$ cat src/rtl/alu_ctrl_top.sv
// Sequenced ALU front end: buttons capture A, B and opcode in order from the
// switches, then one registered ALU operation drives the LEDs and flags.
module alu_ctrl_top #(
    parameter int N_BITS = 8,
    parameter int N_B    = 3
) (
    input  logic              clock,
    input  logic              reset,
    input  logic [N_BITS-1:0] i_SWs,
    input  logic [N_B-1:0]    i_buttons,
    output logic [N_BITS-1:0] o_led,
    output logic              o_zero,
    output logic              o_carry,
    output logic              o_overflow,
    output logic              o_valid,
    output logic              o_err,
    output logic [2:0]        o_state
);

    typedef enum logic [2:0] {
        S_A    = 3'd0,
        S_B    = 3'd1,
        S_OP   = 3'd2,
        S_EXEC = 3'd3,
        S_DONE = 3'd4
    } state_t;

    localparam logic [5:0] OP_ADD = 6'b100000;
    localparam logic [5:0] OP_SUB = 6'b100010;
    localparam logic [5:0] OP_AND = 6'b100100;
    localparam logic [5:0] OP_OR  = 6'b100101;
    localparam logic [5:0] OP_XOR = 6'b100110;
    localparam logic [5:0] OP_SRA = 6'b000011;
    localparam logic [5:0] OP_SRL = 6'b000010;
    localparam logic [5:0] OP_NOR = 6'b100111;

    localparam int                MSB       = N_BITS - 1;
    localparam logic [N_BITS-1:0] SHIFT_LIM = N_BITS[N_BITS-1:0];

    state_t              state_q, state_d;
    logic [N_B-1:0]      btn_q;
    logic [N_B-1:0]      btn_edge;
    logic [N_BITS-1:0]   a_q, a_d;
    logic [N_BITS-1:0]   b_q, b_d;
    logic [5:0]          op_q, op_d;
    logic [N_BITS-1:0]   led_q, led_d;
    logic                zero_q, zero_d;
    logic                carry_q, carry_d;
    logic                ovf_q, ovf_d;
    logic                valid_q, valid_d;
    logic                err_q, err_d;

    logic [N_BITS:0]          sum_w;
    logic [N_BITS-1:0]        diff_w;
    logic signed [N_BITS-1:0] a_s;
    logic signed [N_BITS-1:0] sra_w;
    logic                     shift_big;
    logic [N_BITS-1:0]        res_w;
    logic                     carry_w;
    logic                     ovf_w;
    logic                     err_w;

    assign btn_edge  = i_buttons & ~btn_q;
    assign sum_w     = {1'b0, a_q} + {1'b0, b_q};
    assign diff_w    = a_q - b_q;
    assign a_s       = $signed(a_q);
    assign sra_w     = a_s >>> b_q;
    assign shift_big = (b_q >= SHIFT_LIM);

    always_comb begin
        res_w   = '0;
        carry_w = 1'b0;
        ovf_w   = 1'b0;
        err_w   = 1'b0;
        case (op_q)
            OP_ADD: begin
                res_w   = sum_w[N_BITS-1:0];
                carry_w = sum_w[N_BITS];
                ovf_w   = (a_q[MSB] == b_q[MSB]) && (sum_w[MSB] != a_q[MSB]);
            end
            OP_SUB: begin
                res_w   = diff_w;
                carry_w = (a_q < b_q);
                ovf_w   = (a_q[MSB] != b_q[MSB]) && (diff_w[MSB] != a_q[MSB]);
            end
            OP_AND: res_w = a_q & b_q;
            OP_OR:  res_w = a_q | b_q;
            OP_XOR: res_w = a_q ^ b_q;
            OP_NOR: res_w = ~(a_q | b_q);
            OP_SRL: res_w = shift_big ? '0 : (a_q >> b_q);
            OP_SRA: res_w = shift_big ? {N_BITS{a_q[MSB]}} : sra_w;
            default: err_w = 1'b1;
        endcase
    end

    // Each state reacts only to its own button edge; all others are ignored.
    always_comb begin
        state_d = state_q;
        a_d     = a_q;
        b_d     = b_q;
        op_d    = op_q;
        led_d   = led_q;
        zero_d  = zero_q;
        carry_d = carry_q;
        ovf_d   = ovf_q;
        valid_d = valid_q;
        err_d   = err_q;
        case (state_q)
            S_A: begin
                if (btn_edge[2]) begin
                    a_d     = i_SWs;
                    state_d = S_B;
                end
            end
            S_B: begin
                if (btn_edge[1]) begin
                    b_d     = i_SWs;
                    state_d = S_OP;
                end
            end
            S_OP: begin
                if (btn_edge[0]) begin
                    op_d    = i_SWs[5:0];
                    state_d = S_EXEC;
                end
            end
            S_EXEC: begin
                led_d   = res_w;
                zero_d  = (res_w == '0);
                carry_d = carry_w;
                ovf_d   = ovf_w;
                err_d   = err_w;
                valid_d = 1'b1;
                state_d = S_DONE;
            end
            S_DONE: begin
                if (btn_edge[2]) begin
                    a_d     = i_SWs;
                    valid_d = 1'b0;
                    err_d   = 1'b0;
                    state_d = S_B;
                end
            end
            default: state_d = S_A;
        endcase
    end

    // btn_q resets to ones so a button held through reset must be re-pressed.
    always_ff @(posedge clock or posedge reset) begin
        if (reset) begin
            state_q <= S_A;
            btn_q   <= '1;
            a_q     <= '0;
            b_q     <= '0;
            op_q    <= '0;
            led_q   <= '0;
            zero_q  <= 1'b0;
            carry_q <= 1'b0;
            ovf_q   <= 1'b0;
            valid_q <= 1'b0;
            err_q   <= 1'b0;
        end else begin
            state_q <= state_d;
            btn_q   <= i_buttons;
            a_q     <= a_d;
            b_q     <= b_d;
            op_q    <= op_d;
            led_q   <= led_d;
            zero_q  <= zero_d;
            carry_q <= carry_d;
            ovf_q   <= ovf_d;
            valid_q <= valid_d;
            err_q   <= err_d;
        end
    end

    assign o_led      = led_q;
    assign o_zero     = zero_q;
    assign o_carry    = carry_q;
    assign o_overflow = ovf_q;
    assign o_valid    = valid_q;
    assign o_err      = err_q;
    assign o_state    = state_q;

endmodule

$ cat config.mk
export PLATFORM = sky130hd
export DESIGN_NAME = alu_ctrl_top
export DESIGN_NICKNAME = d
export VERILOG_FILES = /design/src/rtl/alu_ctrl_top.sv
export SDC_FILE = /design/constraint.sdc
export NUM_CORES = 1
export LEC_CHECK = 0
export CAP_MARGIN = 20
export CORE_MARGIN = 3
export CORE_UTILIZATION = 55
export CTS_CLUSTER_SIZE = 28
export DETAILED_ROUTE_END_ITERATION = 10
export HOLD_SLACK_MARGIN = 0.05
export PLACE_DENSITY = 0.76
export SYNTH_ARGS = -nofsm -noshare
export SYNTH_HDL_FRONTEND = slang
export SYNTH_SLANG_ARGS = --single-unit
$ cat constraint.sdc
create_clock -name clock -period 5.3 [get_ports clock]
set_input_delay 0.795 -clock clock [delete_from_list [all_inputs] [get_ports clock]]
set_output_delay 0.795 -clock clock [all_outputs]
set_load 0.005 [all_outputs]
Word-level counts from Yosys, hierarchy flattened
Cells that the tools add are included.

ROM bits: 0. Logic and storage cells: 68. Bits in registers: 41. RAM bits: 0. Latch bits: 0. Memories: 0.

Bitwise gates (word level): 6. Equality and inequality tests: 20. Shift operators: 2. Div/mod/pow operators: 0. Add/sub/neg operators: 2. $lt $le $gt $ge: 2. Reductions and logical operators: 12. Mux-type cells: 13. Multipliers: 0.

Operator list (number): 8-bit case mux with 8 select lines (1); 6-bit == test (second input constant) (6); 8-bit two-way mux (2); 6-bit by 2-bit == test with 1-bit output (second input constant) (2); 3-bit case mux with 4 select lines (1); 8-bit by 8-bit adder with 9-bit output (1); 3-bit two-way mux (3); 8-bit bitwise AND (1); 8-bit by 4-bit >= comparator with 1-bit output (second input constant) (1); 8-bit logical NOT (1); 8-bit less-than comparator (1); 8-bit inverter (1); 8-bit bitwise OR (1); 1-bit case mux with 2 select lines (4); 2-bit AND reduction (4); 8-bit OR reduction (1); 8-bit by 8-bit right shift with 8-bit output (1); 8-bit by 8-bit >>> shifter with 8-bit output (1); 8-bit subtractor (1); 8-bit bitwise XOR (1); 3-bit by 2-bit == test with 1-bit output (second input constant) (2); 2-bit inequality test (second input constant) (3); 3-bit bitwise AND (1); 3-bit by 1-bit == test with 1-bit output (second input constant) (1); other kinds (11) (15).

Longest topological paths before layout
Depth after elaboration: 4. Mapped depth: 11. Mapped depth without buffers: 10.

Worst setup path after synthesis
No wires, ideal clock.

Kind: register to register. Start: reg b_q[2]. End: reg zero_q, in the netlist o_zero. Path slack: 2.761 ns. Data arrival time: 2.417 ns. Buffers on the path: 2. Data required time: 5.178 ns. Library setup time: 0.122 ns. Period minus slack after synthesis: 2.539 ns. Stages on the path, launching flop included: 12. Cell sequence: dfrtp_1 -> clkbuf_1 -> inv_1 -> ha_1 -> clkbuf_1 -> nand3_1 -> o211ai_1 -> o41ai_1 -> mux2_2 -> and4_1 -> o2111ai_1 -> o21ai_1.

Cells in the longest elaborated chain, start to end: 4.

RTL lines: start: declaration (line 44) `logic [N_BITS-1:0] b_q, b_d;`; start signal: assignment (line 154) `b_q <= '0;`; start signal: assignment (line 166) `b_q <= b_d;`; 8-bit by 4-bit >= comparator with 1-bit output, or another cell as far along (line 68) `assign shift_big = (b_q >= SHIFT_LIM);`; 8-bit two-way mux, or another cell as far along (line 91) `OP_SRA: res_w = shift_big ? {N_BITS{a_q[MSB]}} : sra_w;`; 8-bit case mux with 8 select lines (*) (line 75) `case (op_q)`; 8-bit logical NOT (*) (line 129) `zero_d = (res_w == '0);`; end signal: assignment (line 169) `zero_q <= zero_d;`; end: declaration (line 47) `logic zero_q, zero_d;`.

Mark *: on every way between the ends. The rest lies on a longest branch, timed or not. A chain may end at the register's enable or synchronous reset.

Worst setup path in the final report
Start: reg b_q[1]. End: reg zero_q, in the netlist o_zero.

Same word-level chain as after synthesis.

==> metrics.md <==
| Metric | Value |
|---|---|
| Status | `finished clean` |
| Hold Vio Cnt, Final | `0` |
| Die Y | `83.9 um` |
| Met2 usage | `0.409` |
| Met1 Usage GRT | `0.362` |
| GRT overflow | `0` |
| CP Launch Type | `flip-flop` |
| CTS resizes | `0` |
| DP HPWL | `6840 um` |
| Critical-path cell with the highest stage delay | `dfrtp_1` |
| Worst-path maximum fanout | `15` |
| Initial drt markers | `225` |
| Core area | `5680 sq um` |
| Initial antenna violation count | `0` |
| Clock root buffer | `clkbuf_8` |
| Vias in the first global route | `2895` |
| Area Growth Syn to Fin | `12.0%` |
| Clock sink count | `41` |
| DR DRC count | `0` |
| Most common cell after layout, fill and taps aside | `nand2_1` |
| Skew final | `0.00652 ns` |
| CTS tree | `yes` |
| CP required | `5.49 ns` |
| RSZ-0062 raised after global routing | `false` |
| Syn_area_per_cell | `8.87 sq um` |
| First-pass GRT wire length | `14800 um` |
| Cts hold-fix bufs | `0` |
| Ports | `29` |
| Drt via density | `6.24` |
| Post-route ant nets | `0` |
| Number of antenna diodes | `0` |
| PortBufs | `28` |
| CP peak stage delay | `0.68 ns` |
| WS Path Type | `reg -> reg` |
| Via count | `2934` |
| DRT Pass-1 Iters | `7` |
| Period utilization | `0.592` |
| Starting Density | `0.588` |
| Top Usage Layer GRT | `met2` |
| Die Width | `83.9 um` |
| Setup_tns | `0 ns` |
| Std cell rows | `27` |
| Critical path arrival | `3.33 ns` |
| PwrDens | `675 nW/um^2` |
| GPL Wtd Cong | `0.934` |
| Commonest non-fill, non-tap cells in the layout | `43 x nand2_1, 38 x dfrtp_1, 33 x o21ai_0` |
| Grt met3 use | `0.0602` |
| Fmax achieved | `319 MHz` |
| Max-slew headroom | `0.295` |
| LEAKAGE | `1.55 nW` |
| Die ar. | `7040 sq um` |
| Sequential area share after synthesis | `0.309` |
| Post-synth EDFFs | `0` |
| Post-synthesis instance total | `376` |
| Gr usage total | `0.263` |
| Largest net degree at the start of global routing | `42` |
| Yosys reg bits | `41` |
| Worst-skew pair later-pin latency | `0.29 ns` |
| Max rail drop VDD | `373 uV` |
| Critical Path, Cell by Cell | `inv_1 -> ha_1 -> a21oi_1 -> o211ai_1 -> o41ai_1 -> mux2_2 -> and4_1 -> o2111ai_1 -> o21ai_1` |
| Crit end category | `flip-flop` |
| Max-cap violations | `0` |
| Slew Limit Fails | `0` |
| Top FF cell, synth | `dfrtp_1` |
| Mapped Area | `3340 sq um` |
| Routed len/inst | `18.8 um` |
| Clk buf depth | `2` |
| Worst Hold Class | `reg -> reg` |
| Final Util | `0.658` |
| Routed wire length | `8860 um` |
| Reg clk slew, reported paths | `0.09 ns` |
| Async SR Flop Fraction | `1.00` |
| Layout cells sized above 1 | `0.111` |
| Inserted Clock Buffers | `5` |
| Clock H-tree levels | `2` |
| Fin crit period | `3.14 ns` |
| Distinct cells, synth | `65` |
| Setup Buffers After CTS | `0` |
| Yosys warning count | `0` |
| Final #Nets | `437` |
| Syn nets | `416` |
| Worst-Margin Slew | `1.05 ns` |
| Final setup fails | `0` |
[per-stage QoR]
| stage | hold slack (ns) | power, mW | instances | worst slack [ns] | area (sq um) |
|---|---|---|---|---|---|
| detailed placement | 0.471 | 2.26 | 462 | 2.22 | 3630 |
| finish | 0.487 | 2.52 | 470 | 2.16 | 3730 |
| floorplan | 0.467 | 1.84 | 376 | 2.76 | 3340 |
| global placement | 0.463 | 2.22 | 462 | 2.42 | 3630 |
| CTS | 0.492 | 2.50 | 470 | 2.20 | 3730 |
| global route | 0.517 | 2.74 | 470 | 1.85 | 3730 |
[cell families after synthesis]
group | count (synthesis) | share of synthesized area
flip-flops | 41 | 0.309
buffers and inverters | 45 | 0.0645
AND/OR/NAND/NOR | 116 | 0.180
AO/OA/AOI/OAI | 104 | 0.195
adder cells (fa/ha/maj) | 27 | 0.106
XOR/XNOR | 15 | 0.0394
multiplexers | 28 | 0.107
[cell usage after synthesis, drive strengths merged, types with 6 or more instances]
cell type  instances  area share
a21oi             25       0.038
a31oi              6       0.011
buf               10       0.022
clkbuf            10       0.014
dfrtp             38        0.29
ha                25       0.094
inv               24       0.027
mux2              11       0.037
mux2i             12       0.036
nand2             43       0.048
nand2b             9       0.017
nand3              7       0.011
nor2              18       0.020
nor3               9       0.014
o21ai             35       0.054
xnor2             12       0.032
[path summary, 6_finish.rpt]
check / start / end / slack [ns] / cells past startpoint
setup / recovery: b_q[1] / o_zero / 2.16 / 9
hold / removal: o_led[2] / o_led[2] / 0.49 / 2
setup reg to reg: b_q[1] / o_zero / 2.16 / 9
hold reg to reg: o_led[2] / o_led[2] / 0.49 / 2
max in group asynchronous: reset / btn_q[0] / 4.00 / 3
min in group asynchronous: reset / o_overflow / 0.91 / 3
[critical path: cells and delay by family, from the launching register on]
family	cells	cell delay, ns
and+or+nand+nor	1	0.16
buffers and inverters	1	0.27
AOI/OAI and AO/OA	5	1.14
muxes	1	0.40
DFF	1	0.68
adders and majority gates	1	0.38
[power by group]
group	internal, mW	switching, mW
Sequential	0.445	0.235
Combinational	0.736	0.868
Clock	0.120	0.115
Total	1.30	1.22
[layer usage]
| layer | share of wire | wire length [um] |
|---|---|---|
| met5 | 0 | 0 |
| met3 | 0.079 | 700 |
| met4 | 0.025 | 223 |
| met2 | 0.46 | 4050 |
| met1 | 0.44 | 3880 |
[cell type report]
cell class / instances / area, sq um
Multi-Input combinational cell: 290 / 2090
Fill cell: 489 / 1940
Timing Repair Buffer: 34 / 325
Clock inverter: 1 / 8.76
Clock buffer: 7 / 96.3
Sequential cell: 41 / 1030
Inverter: 25 / 93.8
Tap cell: 72 / 90.1
[state kept, by name, summed over array words and instances (netlist names)]
| signal | flops |
|---|---|
| b_q | 8 |
| o_valid | 1 |
| a_q | 8 |
| o_led | 8 |
| o_err | 1 |
| o_zero | 1 |
| o_carry | 1 |
| o_overflow | 1 |
| o_state | 3 |
| op_q | 6 |
| btn_q | 3 |
(Power assumes the default switching activity.)
==> RTL edit 1, RTL diff (config.mk and constraints unchanged) <==
Remove the case item `OP_SRL` of the case on `op_q`.
--- a/src/rtl/alu_ctrl_top.sv
+++ b/src/rtl/alu_ctrl_top.sv
@@ -88,5 +88,4 @@
             OP_XOR: res_w = a_q ^ b_q;
             OP_NOR: res_w = ~(a_q | b_q);
-            OP_SRL: res_w = shift_big ? '0 : (a_q >> b_q);
             OP_SRA: res_w = shift_big ? {N_BITS{a_q[MSB]}} : sra_w;
             default: err_w = 1'b1;
Formal check against the unedited RTL: not equivalent (a bounded check fails within 10 cycles, from zero or initial values and one cycle with reset high).
==> RTL edit 1 against the unedited design <==
  * Core utilization is 0.40 points higher
  * Combinational power is 8% lower
  * Count of clock-buffer cells in the layout stayed put
  * Critical path type unchanged
  * Die area is 8.9% lower
  * Power is 5.5% lower
  * Cell area is 7.7% lower
  * Area after synthesis is 9.5% lower
  * Critical endpoint unchanged
  * Wire length is 11% lower
  * Sequential power is 1% lower
  * Worst setup slack worse by 94 ps
  * Clock power is 4% lower
  * Sequential cell count stayed put
  * Highest routed layer unchanged
  * Critical path depth stayed put
==> RTL edit 1: results (changes against the unedited design) <==
Port Buffers - 28 (unchanged)
Initial drt markers - 218 (was 225)
Met3 usage - 4.37% (was 6.02%)
CP delay by family, top - compound AO/OA/AOI/OAI gates (unchanged)
DR WL met2 - 3.67 mm (was 4.05 mm)
Routed len/inst - 18.3 um (was 18.8 um)
Max VDD drop - 0.000373 V (about the same)
RePlAce Congestion - 0.948 (was 0.934)
Min-Delay Path Class - reg -> reg (unchanged)
Pin count of the biggest net entering global routing - 30 (was 42)
Crit path largest cell delay - 720 ps (was 680 ps)
Highest Signal Layer - met4 (unchanged)
Distinct cell type count after synthesis - 56 (was 65)
Vias - 2641 (was 2934)
Synth Net Count - 381 (was 416)
Clk buf depth - 2 (unchanged)
Worst-case clock skew - 5.37 ps (was 6.52 ps)
Share of cells above drive strength 1 - 7.71% (was 11.1%)
Reg-to-reg startpoint - b_q[1] (unchanged)
Clock-pin slew on the worst setup and hold paths - 80 ps
Crit-path max FO - 17 (was 15)
Root Buffer - clkbuf_8 (unchanged)
Fill count - 445 (was 489)
Number of buffers created by CTS - 5 (unchanged)
Grt met2 use - 41.9% (was 40.9%)
Setup violations, final - 0 (unchanged)
Worst skew pair latency - 290 ps (about the same)
Metal3 WL - 467 um (was 700 um)
Leakage - 0.00149 uW (was 0.00155 uW)
Metal-1 WL - 3.64 mm (was 3.88 mm)
Vias in the first global route - 2431 (was 2895)
NetSw - 1140 uW (was 1220 uW)
First-pass GRT wire length - 12.8 mm (was 14.8 mm)
Fin nets - 401 (was 437)
Worst reg2reg path depth - 9 (unchanged)
Number of antenna violations at the first check in global routing - 0 (unchanged)
Crit. Startpoint - b_q[1] (unchanged)
Setup ws final - 2070 ps (was 2160 ps)
First-pass DRT Iterations - 5 (was 7)
Post_cts resized - 0 (unchanged)
Relative slew margins - 41.7% (was 29.5%)
Ys async rst share - 100% (unchanged)
Post-synthesis sequential area ratio - 34.1% (was 30.9%)
Worst EP arrival - 3460 ps (was 3330 ps)
Status - complete, no violations (unchanged)
Met1 Use GR - 37.1% (was 36.2%)
Crit-path slowest cell - dfrtp_1 (unchanged)
Synth area leaders - dfrtp_1 32%, ha_1 10%, o21ai_0 5.3% (was dfrtp_1 29%, ha_1 9.4%, o21ai_0 5.0%)
Top_reg_cell synth - dfrtp_1 (unchanged)
Hold path cells - 2 (unchanged)
Post-CTS setup buffers - 0 (unchanged)
Post-DP HPWL - 5.92 mm (was 6.84 mm)
Total GRT Usage - 26.3% (about the same)
Synth top cells by count - 42 x nand2_1, 38 x dfrtp_1, 32 x o21ai_0 (was 43 x nand2_1, 38 x dfrtp_1, 33 x o21ai_0)
Syn. warnings - 0 (unchanged)
RTL edit 1: worst min path at each step:
| stage | startpoint | to | slack [ps] |
|---|---|---|---|
| floorplan | o_valid | o_valid | 470 |
| global placement | o_valid | o_valid | 460 |
| detailed placement | o_led[5] | o_led[5] | 470 |
| CTS | o_led[5] | o_led[5] | 490 |
| global route | o_led[4] | o_led[4] | 500 |
| finish | o_led[5] | o_led[5] | 480 |
RTL edit 1: power groups by stage:
stage	Combinational [uW]	Clock [uW]	Sequential (uW)
after floorplan	1130	0	564
after global placement	1430	0	665
after detailed placement	1450	0	675
after CTS	1460	234	668
after global routing	1640	247	698
final	1480	226	673
RTL edit 1: logic make-up after synthesis:
family | Yosys count | share of synthesized area, %
AND/OR/NAND/NOR | 96 | 15.3
flip-flops | 41 | 34.1
XOR/XNOR | 16 | 4.64
AO/OA/AOI/OAI | 97 | 20.6
adder cells (fa/ha/maj) | 26 | 11.3
buffers and inverters | 46 | 5.85
multiplexers | 20 | 8.13
RTL edit 1: metrics by stage:
step	cell area, um^2	util (%)	std cells	total power (uW)
global placement	3330	64.0	424	2090
finish	3450	66.2	433	2380
floorplan	3020	-	342	1700
CTS	3450	66.2	433	2360
global route	3450	66.2	433	2580
detailed placement	3340	64.3	425	2130
RTL edit 1: tightest hold or removal path: cells and delay by family, from the launching register on:
family	cells	cell delay (ps)
compound gates	1	60
simple gates	1	50
flops	1	350
RTL edit 1: layout make-up:
type                       count  share of cell area [%]
clock buffer                   7                    2.80
tap                           70                    2.54
timing repair buffer          32                    9.11
inverter                      27                    2.94
sequential                    41                    29.9
multi-input combinational    255                    52.6
clock inverter                 1                   0.145
==> RTL edit 2, RTL diff (config.mk and constraints unchanged) <==
Made on the original files. `N_BITS`: 8 -> 12.
--- a/src/rtl/alu_ctrl_top.sv
+++ b/src/rtl/alu_ctrl_top.sv
@@ -2,5 +2,5 @@
 // switches, then one registered ALU operation drives the LEDs and flags.
 module alu_ctrl_top #(
-    parameter int N_BITS = 8,
+    parameter int N_BITS = 12,
     parameter int N_B    = 3
 ) (
Ports: changed (resized i_SWs and o_led); port bits go from 29 to 37. The function was not compared with the original's and may differ.
==> RTL edit 2 against the unedited design <==
  * First-iteration DRC count grew to 2.7 times the old value
  * Sequential cell count grew 12
  * Cell count grew 56%
  * Area after synthesis grew 48%
  * Global-route usage grew 7.4 points
  * Worst setup slack lost 870 ps
  * Critical path type unchanged
  * Wire length grew 86%
  * Cell area grew 46%
  * Clock power grew 11%
  * Synthesized cell count grew 63%
  * Power grew 54%
  * Highest routed layer unchanged
==> RTL edit 2: results (changes against the unedited design) <==
Status - complete, no violations (unchanged)
Combinational Power Share - 70.0% (was 63.7%)
Routed len/inst - 22.6 um (was 18.8 um)
Share of cells above drive strength 1 - 7.99% (was 11.1%)
Distinct cell type count after synthesis - 68 (was 65)
Pin count of the biggest net entering global routing - 54 (was 42)
Worst hold path startpoint - o_valid (was o_led[2])
Worst-case clock skew - 10.1 ps (was 6.52 ps)
Dpl cell area - 0.00533 mm^2 (was 0.00363 mm^2)
First-pass DRT Iterations - 5 (was 7)
RePlAce Congestion - 1.07 (was 0.934)
Met3 usage - 8.03% (was 6.02%)
Post-DP HPWL - 12.5 mm (was 6.84 mm)
First-pass GRT wire length - 26.5 mm (was 14.8 mm)
Fin nets - 680 (was 437)
Worst skew pair latency - 330 ps (was 290 ps)
DP Worst Slack - 1400 ps (was 2220 ps)
Fill count - 724 (was 489)
Total power draw - 3890 uW (was 2520 uW)
Setup ws final - 1290 ps (was 2160 ps)
Leakage - 0.00226 uW (was 0.00155 uW)
Synth Net Count - 668 (was 416)
Dpl cells - 722 (was 462)
DR WL met2 - 6.97 mm (was 4.05 mm)
Post-Syn Instances - 613 (was 376)
Reg power frac - 23.3% (was 27.0%)
Total GRT Usage - 33.8% (was 26.3%)
Worst reg2reg path depth - 11 (was 9)
Hold slack - 492 ps (was 487 ps)
Metal-1 WL - 6.95 mm (was 3.88 mm)
Clock-pin slew on the worst setup and hold paths - 120 ps (was 90 ps)
Fin cells - 731 (was 470)
Net Sw Frac - 55.4% (was 48.4%)
Synth top cells by count - 71 x nand2_1, 58 x o21ai_0, 50 x dfrtp_1 (was 43 x nand2_1, 38 x dfrtp_1, 33 x o21ai_0)
Post-synthesis sequential area ratio - 27.0% (was 30.9%)
Max VDD drop - 0.000440 V (was 0.000373 V)
Relative slew margins - 28.4% (was 29.5%)
R2R Setup Slk - 1290 ps (was 2160 ps)
Worst EP arrival - 4250 ps (was 3330 ps)
Initial drt markers - 618 (was 225)
Crit path buffers/inverters - 2 (was 1)
Drt via density - 6.83 (was 6.24)
==> RTL edit 2: cell types whose count changed after synthesis, sizes merged, moves of 11 or more <==
cell and change:
dfrtp +12, nor3 +14, o21ai +25, inv +22, clkbuf +17, nor2 +18, ha +11, nand3 +12
nand2 +28
==> RTL edit 2: cells by family after synthesis <==
logic type | after synthesis | synth area share, %
buffers and inverters | 85 | 6.72
XOR/XNOR | 9 | 1.60
AND/OR/NAND/NOR | 205 | 20.3
adder cells (fa/ha/maj) | 38 | 9.94
flip-flops | 53 | 27.0
multiplexers | 37 | 9.13
AO/OA/AOI/OAI | 186 | 25.4
==> RTL edit 2: final cells by class <==
cell class	instances	area, um^2	share of cell area (%)
clock buffers	5	68.8	1.26
clock inverters	3	28.8	0.529
inverters	46	173	3.17
flip-flops and latches	53	1330	24.4
multi-input cells	475	3280	60.2
repair buffers	44	433	7.95
well taps	105	131	2.41
==> RTL edit 2: tightest hold or removal path, stage by stage (launching register included) <==
cell	delay [ps]
dfrtp_1	360
nand2_1	50
nand2_1	60
